**src/rtl/audio_pwm_player.sv**
```systemverilog
// Sample-loop audio player: fetches one 16-bit sample per tick from external memory
// and plays it out as a PWM stream whose duty is updated once per PWM period.
module audio_pwm_player #(
   parameter int SAMPLE_DIV = 3200,
   parameter int READ_WAIT  = 8,
   parameter int ADDR_W     = 23,
   parameter int PWM_W      = 8
) (
   input  logic              clk,
   input  logic              rst,
   input  logic              enable,
   input  logic [ADDR_W-1:0] end_addr,
   input  logic [15:0]       mem_data,
   output logic              mem_req,
   output logic [ADDR_W-1:0] mem_addr,
   output logic [15:0]       sample,
   output logic              audio_pwm,
   output logic              audio_sd,
   output logic              underrun,
   output logic [1:0]        dbg_state
);

   localparam int TICK_W = (SAMPLE_DIV > 1) ? $clog2(SAMPLE_DIV) : 1;
   localparam int WAIT_W = (READ_WAIT > 2) ? $clog2(READ_WAIT) : 1;

   typedef enum logic [1:0] {
      IDLE  = 2'd0,
      REQ   = 2'd1,
      WAIT  = 2'd2,
      LATCH = 2'd3
   } state_t;

   state_t              state_q, state_d;
   logic [TICK_W-1:0]   tick_cnt_q, tick_cnt_d;
   logic [WAIT_W-1:0]   wait_cnt_q, wait_cnt_d;
   logic [ADDR_W-1:0]   addr_q, addr_d;
   logic [15:0]         sample_q, sample_d;
   logic [PWM_W-1:0]    pwm_cnt_q;
   logic [PWM_W-1:0]    duty_q;
   logic [PWM_W-1:0]    duty_new;
   logic                pwm_q;
   logic                sd_q;
   logic                tick;
   logic                req;

   assign tick     = enable && (tick_cnt_q == TICK_W'(SAMPLE_DIV - 1));
   assign duty_new = {~sample_q[15], sample_q[14:16-PWM_W]};

   always_comb begin
      tick_cnt_d = tick_cnt_q + TICK_W'(1);
      if (!enable || tick) begin
         tick_cnt_d = '0;
      end
   end

   // Handshake: mem_req is a level held from REQ through WAIT; the memory is expected
   // to present valid mem_data by the LATCH cycle, READ_WAIT cycles after mem_req rose.
   always_comb begin
      state_d    = state_q;
      wait_cnt_d = wait_cnt_q;
      addr_d     = addr_q;
      sample_d   = sample_q;
      req        = 1'b0;
      unique case (state_q)
         IDLE: begin
            if (tick) state_d = REQ;
         end
         REQ: begin
            req        = 1'b1;
            wait_cnt_d = '0;
            state_d    = WAIT;
         end
         WAIT: begin
            req = 1'b1;
            if (wait_cnt_q == WAIT_W'(READ_WAIT - 2)) begin
               state_d = LATCH;
            end else begin
               wait_cnt_d = wait_cnt_q + WAIT_W'(1);
            end
         end
         LATCH: begin
            sample_d = mem_data;
            addr_d   = (addr_q >= end_addr) ? '0 : addr_q + ADDR_W'(1);
            state_d  = IDLE;
         end
         default: state_d = IDLE;
      endcase
      // Disabling abandons any fetch without touching address or sample.
      if (!enable) begin
         state_d  = IDLE;
         req      = 1'b0;
         addr_d   = addr_q;
         sample_d = sample_q;
      end
   end

   always_ff @(posedge clk or posedge rst) begin
      if (rst) begin
         state_q    <= IDLE;
         tick_cnt_q <= '0;
         wait_cnt_q <= '0;
         addr_q     <= '0;
         sample_q   <= '0;
      end else begin
         state_q    <= state_d;
         tick_cnt_q <= tick_cnt_d;
         wait_cnt_q <= wait_cnt_d;
         addr_q     <= addr_d;
         sample_q   <= sample_d;
      end
   end

   // Duty only reloads at the last count so each PWM period uses a single value.
   always_ff @(posedge clk or posedge rst) begin
      if (rst) begin
         pwm_cnt_q <= '0;
         duty_q    <= {1'b1, {(PWM_W-1){1'b0}}};
         pwm_q     <= 1'b0;
         sd_q      <= 1'b0;
      end else begin
         pwm_cnt_q <= pwm_cnt_q + PWM_W'(1);
         if (pwm_cnt_q == {PWM_W{1'b1}}) begin
            duty_q <= duty_new;
         end
         pwm_q <= enable && (pwm_cnt_q < duty_q);
         sd_q  <= enable;
      end
   end

   assign mem_req   = req;
   assign mem_addr  = addr_q;
   assign sample    = sample_q;
   assign audio_pwm = pwm_q;
   assign audio_sd  = sd_q;
   assign underrun  = tick && (state_q != IDLE);
   assign dbg_state = state_q;

endmodule
```
**config.mk**
```make
export PLATFORM = sky130hd
export DESIGN_NAME = audio_pwm_player
export DESIGN_NICKNAME = d
export VERILOG_FILES = /design/src/rtl/audio_pwm_player.sv
export SDC_FILE = /design/constraint.sdc
export NUM_CORES = 1
export LEC_CHECK = 0
export ABC_AREA = 1
export CORE_MARGIN = 3
export CORE_UTILIZATION = 40
export DETAILED_ROUTE_END_ITERATION = 16
export HOLD_SLACK_MARGIN = 0.1
export PLACE_DENSITY = 0.66
export SYNTH_ARGS = -nofsm -noshare
export SYNTH_HDL_FRONTEND = slang
export SYNTH_SLANG_ARGS = --single-unit
export TNS_END_PERCENT = 10
```
**constraint.sdc**
```tcl
create_clock -name clk -period 2.7 [get_ports clk]
set_input_delay 0.54 -clock clk [delete_from_list [all_inputs] [get_ports clk]]
set_output_delay 0.54 -clock clk [all_outputs]
set_load 0.01 [all_outputs]
```
======== Word-level counts from Yosys, hierarchy flattened ========
Cells that the tools add are included.
storage, ports and cells
  flip-flop bits (word level) ............. 74
  output and inout bits ................... 45
  word-level logic and storage cells ...... 47
operators by class
  $add $sub $neg .......................... 4
  order comparisons ....................... 2
  eq/ne operators ......................... 9
  muxes and demuxes ....................... 10
  bitwise logic cells ..................... 1
  reductions and logical operators ........ 12
operators with widths
  operator                                                          number
  23-bit by 1-bit adder with 23-bit output (second input constant)  1
  23-bit >= comparator                                              1
  23-bit two-way mux                                                1
  12-bit by 1-bit adder with 12-bit output (second input constant)  1
  12-bit == test (second input constant)                            1
  12-bit two-way mux                                                1
  8-bit by 1-bit adder with 8-bit output (second input constant)    1
  8-bit == test (second input constant)                             1
  8-bit less-than comparator                                        1
  2-bit case mux with 4 select lines                                1
  2-bit two-way mux                                                 3
  3-bit inequality test (second input constant)                     2
  3-bit case mux with 2 select lines                                1
  2-bit AND reduction                                               3
  2-bit == test (second input constant)                             2
  2-bit nonzero test                                                2
  3-bit by 1-bit adder with 3-bit output (second input constant)    1
  3-bit == test (second input constant)                             1
  1-bit logical AND                                                 3
  3-bit two-way mux                                                 1
  2-bit by 1-bit == test with 1-bit output (second input constant)  1
  2-bit logical NOT                                                 1
  1-bit two-way mux                                                 2
  2-bit inequality test (second input constant)                     1
  other kinds (4)                                                   4

======== Longest topological paths before layout ========
  depth in word-level cells ............... 5
  gate-level depth with buffers ........... 12

======== Least setup slack after synthesis ========
OpenSTA, ideal clock, no wires.
  kind .................................... reg2out
  start point ............................. register tick_cnt_q[0]
  end point ............................... output port underrun
  data arrival time ....................... 1.256 ns
  setup slack ............................. 0.904 ns
  stages on the path, launching flop included .. 8
  buffers on the path ..................... 0
  cells stage by stage .................... dfrtp_1 ha_1 nand2_1 nor2_2 nand3_1 nor2_2 inv_2 nor3_1
on the way
  cells in the longest elaborated chain, start to end .. 3
RTL lines
  item                    line  text
  start, declared         34    logic [TICK_W-1:0] tick_cnt_q, tick_cnt_d;
  start signal, assigned  106   tick_cnt_q <= tick_cnt_d;
  12-bit == test          46    assign tick = enable && (tick_cnt_q == TICK_W'(SAMPLE_DIV - 1));
  1-bit logical AND       46
  1-bit logical AND       135   assign underrun = tick && (state_q != IDLE);
  end, declared           19    output logic underrun,
Every way passes these cells.

======== Worst setup path after layout ========
Ends and elaborated chain as after synthesis.

==> results.json <==
{
  "wl_per_cell_um": 12.91,
  "seq_area_frac_synth_pct": 41.41,
  "grt_pass1_wl_mm": 17.24,
  "start_util_pct": 42.20,
  "synth_warnings": 0,
  "clock_latency_ns": 0.34,
  "ir_drop_mv": 0.2498,
  "route.vias.total": 3810,
  "cts_max_path_buffers": 2,
  "root_buffer": "clkbuf_8",
  "drive_gt1_share_pct": 7.242,
  "first_pass_iters": 4,
  "h-tree-depth": 3,
  "worstSetupEndpointType": "primary output",
  "placed_cells": 769,
  "dieWidth_um": 111.8,
  "netlist_instances": 560,
  "hold_viol_final": 0,
  "postSynthAreaPerCell_um2": 7.990,
  "finClkSkew_ns": 0.009874,
  "post-cts-setup-buffers": 0,
  "gr-max-usage-layer": "met2",
  "status": "completed",
  "use_met3_pct": 3.913,
  "synth_nets": 642,
  "worst_pin_slew_ns": 0.5512,
  "grt_pass1_vias": 3815,
  "ant_nets": 0,
  "finalNonFillerCells": 785,
  "vias_per_cell": 4.854,
  "die_y_um": 111.8,
  "grtUsageTotal_pct": 16.50,
  "slew_viol_final": 0,
  "cts_inserted_buffers": 9,
  "cts.clk_slew.worst_paths_ns": 0.08,
  "layout_min_cycle_time_ns": 2.429,
  "ys_async_sr_fraction_pct": 100.0,
  "drtIter0Drc": 111,
  "grtUsageMet2_pct": 27.58,
  "grt_overflow": 0,
  "p_leak_nw": 2.809,
  "drc_errors": 0,
  "nNetsFinal": 726,
  "crit_fanout": 4,
  "post-route-period-util_pct": 89.97,
  "grt_max_degree": 75,
  "grtUsageMet1_pct": 21.32,
  "tritoncts": "done",
  "synth_edf_count": 0,
  "total_power_mw": 2.175,
  "final_util_pct": 53.61,
  "fmax_mhz": 411.7,
  "dp.final_hpwl_mm": 7.609,
  "rows": 37,
  "drv_cap": 0,
  "diodes": 0,
  "dp_slack_ns": 0.2794,
  "synth_area_mm2": 0.004474,
  "hold_class": "reg -> reg",
  "synth_flop_cell": "dfrtp_1",
  "cts.sinks": 74,
  "fin_area_mm2": 0.005683,
  "min_path_cells": 1,
  "cp_data_arrival_time_ns": 1.89,
  "fin_ws_ns": 0.2708,
  "startpoint_type": "register",
  "rsz0062_at_grt": "false",
  "pin_count": 87,
  "placed_area_mm2": 0.005465,
  "synth-seq-cells": 74,
  "portBuffers": 86,
  "setup_viol": 0,
  "core_mm2": 0.01060,
  "whs_ns": 0.4707,
  "die_area_mm2": 0.01249,
  "antenna_found_initial": 0,
  "fin_setup_tns_ns": 0,
  "wirelength_mm": 10.13,
  "crit_required_ns": 2.16,
  "ff2ff_path_depth": 10,
  "place_congestion": 0.8245,
  "area_growth_pct": 27.01,
  "power_density_mw_per_mm2": 382.8,
  "ctsHoldBuffers": 0,
  "ys_types": 35,
  "relSlewSlack_pct": 63.15,
  "worstSetupPathType": "reg -> out"
}
area by class of cell:
cell class	count	area (um^2)
fillers	983	4918
multi-input cells	381	2188
flip-flops and latches	74	1853
repair buffers	90	927.1
inverters	88	330.3
well taps	136	170.2
clock buffers	11	151.4
clock inverters	5	62.56
worst max-delay path, cell delays in order, from the launching register on:
cell and delay, ns:
dfrtp_1 0.38, ha_1 0.18, nand2_1 0.10, nor2_2 0.20, nand3_2 0.12, nor2_2 0.11, inv_2 0.06, nor3_1 0.13
dlygate4sd2_1 0.29
power breakdown:
group          total (mW)  internal [mW]  leakage, nW  switching [mW]
Clock               0.900          0.481        0.102           0.420
Combinational       0.161         0.0848         1.76          0.0760
Sequential           1.11           1.11        0.949         0.00266
Total                2.18           1.68         2.81           0.498
sequential cells by signal, summed over array words and instances, names as in the netlist:
signal and cells:
mem_addr 23, sample 16, tick_cnt_q 12, duty_q 8, pwm_cnt_q 8, wait_cnt_q 3, dbg_state 2, audio_pwm 1
audio_sd 1
routing by layer:
| layer | vias to the layer above | wire (um) |
|---|---|---|
| li1 | 1923 | - |
| met2 | 75 | 4828 |
| met4 | 0 | 84 |
| met3 | 6 | 465 |
| met1 | 1806 | 4755 |
| met5 | - | 0 |
path summary, 6_finish.rpt:
check                                         startpoint                  endpoint  slack [ns]
worst max-delay path             tick_cnt_q[0]$_DFF_PP0_                  underrun        0.27
worst min-delay path             tick_cnt_q[0]$_DFF_PP0_   tick_cnt_q[0]$_DFF_PP0_        0.47
worst max register to register  dbg_state[0]$_DFFE_PP0P_  mem_addr[20]$_DFFE_PP0P_        0.80
worst min register to register   tick_cnt_q[0]$_DFF_PP0_   tick_cnt_q[0]$_DFF_PP0_        0.47
max in group asynchronous                            rst     duty_q[7]$_DFFE_PP1N_        1.76
min in group asynchronous                            rst     sample[6]$_DFFE_PP0P_        0.60
cell usage in the layout (no fill, tap or decap), types with 4 or more instances in the layout:
cell and n:
o21bai_1 4, inv_1 85, nor2_2 10, o21ai_0 18
nor2_1 37, a21oi_2 4, nand4_1 10, xor2_1 12
xnor2_1 9, nand2_1 151, ha_1 40, clkdlybuf4s50_1 85
a21oi_1 34, clkbuf_8 11, nor3_1 9, nand3_1 22
dfrtp_1 73
cell usage after synthesis, types with 2 or more instances:
master    number  area [um^2]
a21oi_2        4        35.03
o21ai_1        2        10.01
buf_2          5        25.02
a21oi_1       34        170.2
nand2_1      151        566.8
xor2_1        12        105.1
dfrtp_1       73         1827
ha_1          40        500.5
inv_2          2        7.510
xnor2_1        9        78.83
nor2_2        10        62.56
o21bai_1       4        30.03
nand3_1       23        115.1
inv_1         86        322.8
buf_4          8        60.06
nor3_2         2        20.02
nor3_1         9        45.04
nand3b_1       2        15.01
nor2_1        37        138.9
o21ai_0       18        90.09
nor3b_1        3        22.52
clkbuf_1       3        11.26
nand4_1       10        62.56
o22ai_1        2        12.51
what timing repair did:
action	CTS	global route
endpoints found under the setup margin	1	1
cloned	0	0
gates resized for setup	1	1
kinds of logic (layout without fill, tap and decap cells):
kind of cell / count (synthesis) / in the layout / share of synthesized area [%]
xor+xnor: 21 / 21 / 4.111
simple gates: 253 / 253 / 25.22
flops: 74 / 74 / 41.42
compound gates: 67 / 67 / 8.278
fa+ha+maj: 40 / 40 / 11.19
buf+inv: 105 / 194 / 9.787
(Power assumes the default switching activity.)
